### src/rtl/aes_ctrl_pkg.sv
// Shared definitions for the AES control slice: FSM encoding, default round
// count, round-counter width and the AES-128 key width.
package aes_ctrl_pkg;

  localparam int unsigned NR_DEFAULT = 10;
  localparam int unsigned CNT_W      = 4;
  localparam int unsigned KEY_W      = 128;

  typedef enum logic [2:0] {
    IDLE  = 3'd0,
    LOAD  = 3'd1,
    INIT  = 3'd2,
    ROUND = 3'd3,
    HOLD  = 3'd4
  } state_t;

endpackage

### src/rtl/aes_round_sched.sv
// AES round sequencer: loads the key expansion, strobes the initial key add,
// steps NR rounds in lockstep with the expansion, then holds the result.
module aes_round_sched
  import aes_ctrl_pkg::*;
#(
  parameter int unsigned NR = NR_DEFAULT
) (
  input  logic             CLK,
  input  logic             reset,
  input  logic             in_valid,
  output logic             in_ready,
  input  logic [KEY_W-1:0] key_in,
  input  logic             abort,
  output logic [KEY_W-1:0] key_out,
  output logic             ks_sel,
  output logic             dp_init,
  output logic             dp_round,
  output logic [CNT_W-1:0] round_idx,
  output logic             final_round,
  output logic             out_valid,
  input  logic             out_ready,
  output logic             busy
);

  localparam logic [CNT_W-1:0] NR_C = CNT_W'(NR);

  state_t           state, state_nxt;
  logic [CNT_W-1:0] cnt, cnt_nxt;

  always_ff @(posedge CLK) begin
    if (reset) begin
      state   <= IDLE;
      cnt     <= '0;
      key_out <= '0;
    end else begin
      state <= state_nxt;
      cnt   <= cnt_nxt;
      if (state == IDLE && in_valid)
        key_out <= key_in;
    end
  end

  always_comb begin
    state_nxt = state;
    cnt_nxt   = '0;
    case (state)
      IDLE:  if (in_valid) state_nxt = LOAD;
      LOAD:  state_nxt = INIT;
      INIT: begin
        state_nxt = ROUND;
        cnt_nxt   = CNT_W'(1);
      end
      ROUND: begin
        // A counter outside 1..NR can only come from corruption; bail to IDLE.
        if (cnt == NR_C)
          state_nxt = HOLD;
        else if (cnt > NR_C || cnt == '0)
          state_nxt = IDLE;
        else
          cnt_nxt = cnt + CNT_W'(1);
      end
      HOLD:  if (out_ready) state_nxt = IDLE;
      default: state_nxt = IDLE;
    endcase
    if (abort && state != IDLE) begin
      state_nxt = IDLE;
      cnt_nxt   = '0;
    end
  end

  always_comb begin
    in_ready    = (state == IDLE);
    busy        = (state != IDLE);
    ks_sel      = (state == LOAD);
    dp_init     = (state == INIT);
    dp_round    = (state == ROUND);
    round_idx   = (state == ROUND) ? cnt : '0;
    final_round = (state == ROUND) && (cnt == NR_C);
    out_valid   = (state == HOLD);
  end

endmodule

### config.mk
export PLATFORM = sky130hd
export DESIGN_NAME = aes_round_sched
export DESIGN_NICKNAME = d
export VERILOG_FILES = /design/src/rtl/aes_ctrl_pkg.sv /design/src/rtl/aes_round_sched.sv
export SDC_FILE = /design/constraint.sdc
export NUM_CORES = 1
export LEC_CHECK = 0
export ABC_AREA = 1
export BUFFER_PORTS_ARGS = -buffer_cell sky130_fd_sc_hd__buf_2
export CAP_MARGIN = 15
export CORE_MARGIN = 5
export CORE_UTILIZATION = 45
export CTS_BUF_LIST = sky130_fd_sc_hd__clkbuf_16
export DETAILED_ROUTE_END_ITERATION = 10
export PLACE_DENSITY = 0.8
export SLEW_MARGIN = 20
export SYNTH_ARGS = -nofsm -noshare
export SYNTH_HDL_FRONTEND = slang
export SYNTH_SLANG_ARGS = --single-unit
### constraint.sdc
create_clock -name CLK -period 1.7 [get_ports CLK]
set_input_delay 0.085 -clock CLK [delete_from_list [all_inputs] [get_ports CLK]]
set_output_delay 0.085 -clock CLK [all_outputs]
set_load 0.05 [all_outputs]
=== Yosys cells after proc, flatten, opt, wreduce, memory -nomap -nowiden ===
Cells that the tools add are included.

* Register bits: 135

* $add $sub $neg: 1
* Magnitude comparators: 1
* Equality and inequality tests: 8
* Muxes and demuxes: 9
* Reduce and logical (&&, ||, !) cells: 9

{| class="wikitable"
|+ Operator list
! kind !! count
|-
| $pmux 3 s5 || 1
|-
| $mux 3 || 4
|-
| $mux 4 || 3
|-
| $pmux 4 s2 || 1
|-
| $eq 3x2->1 const B || 2
|-
| $add 4x1->4 const B || 1
|-
| $eq 4x4->1 const B || 1
|-
| $gt 4x4->1 const B || 1
|-
| $logic_not 4->1 || 1
|-
| $eq 3x1->1 const B || 1
|-
| $eq 3x3->1 const B || 1
|-
| $logic_and 1x1->1 || 3
|-
| $logic_not 3->1 || 1
|-
| $ne 3x1->1 const B || 1
|-
| $reduce_and 3->1 || 1
|-
| $reduce_bool 3->1 || 1
|-
| $ne 2x1->1 const B || 1
|-
| $ne 2x2->1 const B || 1
|-
| $reduce_or 2->1 || 1
|-
| $logic_or 1x1->1 || 1
|}

=== Longest topological paths before layout ===
Gate-level depths: netlist of run 1.

* Word-level depth: 5
* Gate-level depth with buffers: 9
* Gate-level depth less buffers: 9

=== Least setup slack after synthesis of run 1 ===
No wires, ideal clock.

* Path type: register to output
* Start: register state[2]
* End: output out_valid
* Arrival: 1.495 ns
* Setup slack: 0.120 ns
* Cell stages (with the launch flop): 3
* Buffers on the path: 0
* Cell sequence: dfxtp_1 -> inv_1 -> nor3_1

* Cells in the longest elaborated chain, start to end: 1

{| class="wikitable"
|+ RTL lines
! what !! line !! source
|-
| from (decl) || aes_round_sched.sv:27 || <nowiki>state_t state, state_nxt;</nowiki>
|-
| from (signal assigned) || aes_round_sched.sv:36 || <nowiki>state <= state_nxt;</nowiki>
|-
| $eq 3x3->1 || aes_round_sched.sv:79 || <nowiki>out_valid = (state == HOLD);</nowiki>
|-
| to (decl) || aes_round_sched.sv:20 || <nowiki>output logic out_valid,</nowiki>
|}

No other way between the ends.

=== Worst setup path after layout of run 1 ===
* Start: register state[2]
* End: output in_ready

* Cells in the longest elaborated chain, start to end: 1

{| class="wikitable"
|+ RTL lines
! what !! line !! source
|-
| $logic_not 3->1 || aes_round_sched.sv:72 || <nowiki>in_ready = (state == IDLE);</nowiki>
|-
| to (decl) || aes_round_sched.sv:11 || <nowiki>output logic in_ready,</nowiki>
|}

No other way between the ends.

==> results.ini, run 1 <==
[placed_design]
post-place-cells = 1003
dp.final_hpwl_um = 10500
pre_cts_slack_ps = 181
gp_congestion = 0.830
dpl-instance-area_um2 = 6550
numPortBuffers = 271

[global_routing]
met3_usage_pct = 10.2
grt.overflow.total = 0
grt_antenna_before_repair = 1
grt_first_pass_wirelength_um = 31600
gr-usage-all-layers_pct = 27.8
grt_max_degree = 70
busiest_layer = met2
use_met2_pct = 44.4
grt_pass1_vias = 6168
grt_util_met1_pct = 31.6

[timing]
max_freq_ghz = 0.615
slew_viol_final = 0
tightest_slew_ps = 325
skew_ps = 6.19
min_period_over_period_pct = 95.6
rsz0062_at_grt = yes
setup_violations = 0
tns_ps = 0
fin_crit_ps = 1630
hold_viol_final = 0
fin_ws_ps = 74.8
hold-worst-slack_ps = 47.6
relSlewSlack_pct = 78.4

[synthesis]
ys_seq_area_share_pct = 52.0
syn-num-nets = 770
ys_types = 21
synth_cells = 634
synth_top_cell_by_area = dfxtp_1
synth_seq_cells = 135
synth_flop_cell = dfxtp_1
synth_edf_count = 0
netlist.area_leader.share_pct = 52.0
mappedNetlistArea_um2 = 5190
yosysWarnings = 0
synth_area_per_cell_um2 = 8.19
synth_common_cells = 135 x dfxtp_1, 135 x nand3_1, 128 x nand2_1
yosys-top-cells-area = dfxtp_1 52%, nand3_1 13%, a21oi_1 12%, nand2_1 9.3%, buf_6 3.0%
synthArstFlopShare_pct = 0

[finish]
nNetsFinal = 1147
seqCellArea_um2 = 2710
multi_input_area_um2 = 2070
areaGrowthSynthToFinish_pct = 63.0
drive_gt1_share_pct = 32.8
final-instance-count-excl-fill = 1168
post-route-util_pct = 74.4
fin_area_um2 = 8460
n_fill_cell = 716

[min_path]
min_path_type = input pin to register
min_delay_path_depth = 3
hold_end = key_out[69]
hp-start = in_valid

[detailed_routing]
drtIter0Drc = 730
post_drt_wl_per_cell_um = 17.0
dr.pass1.iters = 5
drc = 0
vias = 6180
final_antenna_net_count = 0
drt-vias-per-instance = 5.29
drt_wl_total_um = 19900

[power]
power_frac_seq_pct = 36.4
p_clk_share_pct = 34.4
ir_drop_v = 0.000818
p_sw_mw = 3.46
p_leak_nw = 3.93
totalPowerFinal_mw = 9.89
comb_power_share_pct = 29.2
p_per_area_nw_per_um2 = 1170
netSwitchingFraction_pct = 34.9
cellInternalPower_mw = 6.44

[critical_path]
cp.arrival_ps = 1540
crit_type = register to primary output
cp_max_fo = 30
worst_r2r_path_depth = 6
critPathLaunchType = register
reg2reg_from = state[2]
cp-startpoint = state[2]
reg2reg_to = key_out[121]
cp-end-kind = primary output
r2r_slack_ps = 130
cp_data_required_time_ps = 1620

[cts]
cts_buffers = 17
clockBufferDepth = 2
root_buffer = clkbuf_16
cts_setup_buffers = 0
cts.sinks = 135
clk_pin_slew_ps = 60
cts_tree = yes
clkLatencyLatePin_ps = 410
h-tree-depth = 4

[run]
cap_viol_max_count = 0

[die]
die_h_um = 117
dieArea_um2 = 13800
rows = 39
initial_core_util_pct = 45.7
die_w_um = 117
core-area_um2 = 11400
io_pins = 272

[status]
run_status = complete, no violations

-- worst max path at each step --
| stage | endpoint | slack, ps |
|---|---|---|
| final | in_ready | 70 |
| after floorplan | out_valid | 120 |
| after global routing | round_idx[3] | -50 |
| after detailed placement | key_out[48] | 180 |
| after global placement | key_out[82] | 270 |
| after CTS | in_ready | 10 |
-- timing repair --
action                                  in CTS  in global routing
endpoints found under the setup margin       2                  6
pin swaps                                    0                  0
resized for setup                            3                  7
gates cloned                                 0                  1
hold endpoints to repair                   130                  0
hold buffers                               131                  0
-- area by class of cell --
cell class / instances / area share (%)
clock buffer: 17 / 5.03
sequential: 135 / 32.0
multi-input combinational: 427 / 24.5
antenna: 1 / 0.0296
tap: 143 / 2.11
inverter: 16 / 0.769
timing repair buffer: 414 / 34.2
clock inverter: 15 / 1.43
-- kinds of logic (layout without fill, tap and decap cells) --
logic type	count (synthesis)	count (layout)	synth area share, %
buffers and inverters	72	462	8.39
other	0	1	0
flip-flops	135	135	52.0
AO/OA/AOI/OAI	134	134	13.6
adder cells (fa/ha/maj)	3	3	0.723
AND/OR/NAND/NOR	288	288	24.9
XOR/XNOR	2	2	0.337
-- layout by cell type (no fill, tap or decap) --
| master | instances |
|---|---|
| nor2_1 | 8 |
| nand2_1 | 128 |
| nor2_2 | 1 |
| xor2_1 | 1 |
| a21oi_1 | 122 |
| inv_1 | 17 |
| inv_2 | 1 |
| dfxtp_2 | 2 |
| ha_1 | 3 |
| buf_12 | 8 |
| a21oi_2 | 10 |
| nand2_8 | 1 |
| nand2_2 | 11 |
| xnor2_1 | 1 |
| bufinv_16 | 2 |
| buf_2 | 267 |
| o21ai_0 | 2 |
| nor2_4 | 1 |
| clkinvlp_4 | 2 |
| clkinv_1 | 4 |
| clkinv_2 | 4 |
| clkbuf_16 | 18 |
| buf_4 | 6 |
| inv_6 | 1 |
| dfxtp_1 | 133 |
| buf_8 | 1 |
| diode_2 | 1 |
| nor3_1 | 3 |
| dlygate4sd3_1 | 131 |
| nand3_1 | 135 |
-- power groups by stage --
stage          logic (mW)  clock network (mW)  registers, mW
3_5_place_dp         2.50                   0           3.65
6_report             2.88                3.40           3.60
5_1_grt              3.04                3.60           3.63
3_3_place_gp         2.49                   0           3.64
4_1_cts              2.75                3.46           3.58
2_1_floorplan        1.01                   0           4.58
-- flip-flops by register name, indices dropped and copies added (netlist names) --
register and cells:
key_out 128, cnt 4, state 3
-- critical path: stages (launching register included) --
cell	delay [ps]
dfxtp_1	350
nor2_4	160
nand2_2	120
inv_6	130
buf_12	200
buf_8	170
-- routing by layer --
metal,vias to the layer above,wire length (µm),part of all wire (%)
met2,415,9480,48
met4,0,872,4.4
met1,2805,7480,38
li1,2888,-,-
met5,-,0,0
met3,72,2030,10
Power figures use the tool's default switching activity.
==> run 2: changes to the inputs <==
- CELL_PAD_IN_SITES_DETAIL_PLACEMENT: not set -> 1
- CELL_PAD_IN_SITES_GLOBAL_PLACEMENT: not set -> 2
- CORE_UTILIZATION: 45 -> 24
- PLACE_DENSITY: 0.8 -> not set
- PLACE_DENSITY_LB_ADDON: not set -> 0.1
==> results.ini, run 2 (synthesis gave the netlist of run 1 again) <==
[die]
die_h_um = 157  ; was 117 µm
rows = 53  ; was 39
dieArea_um2 = 24700  ; was 13800 µm²
io_pins = 272  ; unchanged
initial_core_util_pct = 24.5  ; was 45.7%
core-area_um2 = 21200  ; was 11400 µm²
die_w_um = 157  ; was 117 µm

[finish]
drive_gt1_share_pct = 33.2  ; was 32.8%
diodes = 0  ; was 1
post-route-util_pct = 41.1  ; was 74.4%
reg_top3 = key_out (128), cnt (4), state (3)  ; unchanged
largest_reg_flops = 128  ; unchanged
areaGrowthSynthToFinish_pct = 67.3  ; was 63.0%
final_common_cell = buf_2  ; unchanged
mostFrequentLayoutCells = 267 x buf_2, 135 x dfxtp_1, 134 x nand3_1  ; was 267 x buf_2, 135 x nand3_1, 133 x dfxtp_1
nNetsFinal = 1146  ; was 1147
n_fill_cell = 2544  ; was 716
top_register = key_out  ; unchanged

[critical_path]
critPathLaunchType = register  ; unchanged
cp_max_fo = 16  ; was 30
worst_r2r_path_depth = 7  ; was 6
cp.arrival_ps = 1520  ; was 1540 ps
crit_type = register to primary output  ; unchanged
cp_data_required_time_ps = 1620  ; about the same
cp-end-kind = primary output  ; unchanged

[placed_design]
dp.final_hpwl_um = 14200  ; was 10500 µm
pre_cts_slack_ps = 235  ; was 181 ps
numPortBuffers = 271  ; unchanged
gp_congestion = 0.783  ; was 0.830

[detailed_routing]
drc = 0  ; unchanged
vias = 5869  ; was 6180
dr.pass1.iters = 5  ; unchanged
drtIter0Drc = 206  ; was 730
drt-vias-per-instance = 4.52  ; was 5.29
post_drt_wl_per_cell_um = 16.4  ; was 17.0 µm
drt_wl_total_um = 21300  ; was 19900 µm
final_antenna_net_count = 0  ; unchanged

[cts]
clockBufferDepth = 2  ; unchanged
cts_tree = yes  ; unchanged
root_buffer = clkbuf_16  ; unchanged
cts.sinks = 135  ; unchanged
h-tree-depth = 4  ; unchanged
clk_pin_slew_ps = 60  ; about the same
cts_buffers = 17  ; unchanged
clkLatencyLatePin_ps = 420  ; was 410 ps
cts_setup_buffers = 0  ; unchanged

[timing]
relSlewSlack_pct = 78.3  ; was 78.4%
max_freq_ghz = 0.623  ; was 0.615 GHz
setup_violations = 0  ; unchanged
tightest_slew_ps = 326  ; was 325 ps
fin_crit_ps = 1600  ; was 1630 ps
rsz0062_at_grt = yes  ; unchanged
fin_ws_ps = 95.7  ; was 74.8 ps
min_period_over_period_pct = 94.4  ; was 95.6%
hold_viol_final = 0  ; unchanged
skew_ps = 8.35  ; was 6.19 ps
slew_viol_final = 0  ; unchanged

[global_routing]
grt_util_met1_pct = 19.5  ; was 31.6%
grt_max_degree = 63  ; was 70
grt_first_pass_wirelength_um = 33000  ; was 31600 µm
busiest_layer = met2  ; unchanged
met3_usage_pct = 6.10  ; was 10.2%
use_met2_pct = 29.3  ; was 44.4%
grt_antenna_before_repair = 0  ; was 1
gr-usage-all-layers_pct = 16.8  ; was 27.8%
grt.overflow.total = 0  ; unchanged
grt_pass1_vias = 6166  ; was 6168

[min_path]
min_delay_path_depth = 2  ; was 3
min_path_type = input pin to register  ; unchanged

[power]
p_per_area_nw_per_um2 = 1170  ; about the same
totalPowerFinal_mw = 10.2  ; was 9.89 mW
ir_drop_v = 0.000655  ; was 0.000818 V
p_leak_nw = 3.96  ; was 3.93 nW

[status]
run_status = complete, no violations  ; unchanged

[run]
cap_viol_max_count = 0  ; unchanged

-- run 2: metal layers --
layer | vias up | wire length, µm
met5 | - | 0
met3 | 30 | 1780
li1 | 2887 | -
met4 | 0 | 337
met1 | 2766 | 8570
met2 | 186 | 10600
-- run 2: what timing repair did --
item | 4_1_cts | 5_1_grt
gates resized for setup | 7 | 4
endpoints found under the setup margin | 2 | 7
hold buffers | 130 | 0
gates cloned | 0 | 1
endpoints found under the hold margin | 130 | 0
pin swaps | 0 | 0
-- run 2: layout make-up --
class / count / area, µm² / area share, %
Multi-Input combinational cell: 427 / 2070 / 23.8
Sequential cell: 135 / 2700 / 31.1
Tap cell: 275 / 344 / 3.96
Clock inverter: 15 / 163 / 1.87
Clock buffer: 17 / 425 / 4.90
Inverter: 16 / 65.1 / 0.749
Timing Repair Buffer: 413 / 2920 / 33.6
-- run 2: worst max-delay path, stage by stage (launching register included) --
cell	delay (ps)
dfxtp_1	380
nor2_4	150
nand2_2	110
inv_6	130
buf_12	160
buf_6	170
-- run 2: where the power goes --
group / internal, mW / switching, mW / total [mW]
sequential: 3.44 / 0.151 / 3.60
clock: 2.28 / 1.42 / 3.70
combinational: 0.909 / 1.99 / 2.90
total: 6.63 / 3.56 / 10.2
-- run 2: worst paths after layout --
kind,from,end,slack (ps)
min,reset,key_out[83],60
max,state[0],in_ready,100
min reg2reg,key_out[115],key_out[115],460
max reg2reg,state[1],key_out[21],190
-- run 2: stage by stage --
step	TNS (ps)	instance area, µm²	hold slack [ps]	cells
after floorplan	0	5190	241	634
after global placement	0	6740	356	1135
after detailed placement	0	6740	364	1135
after CTS	0	8650	35.9	1297
after global routing	-1.46	8690	50.4	1298
final	0	8690	60.0	1298
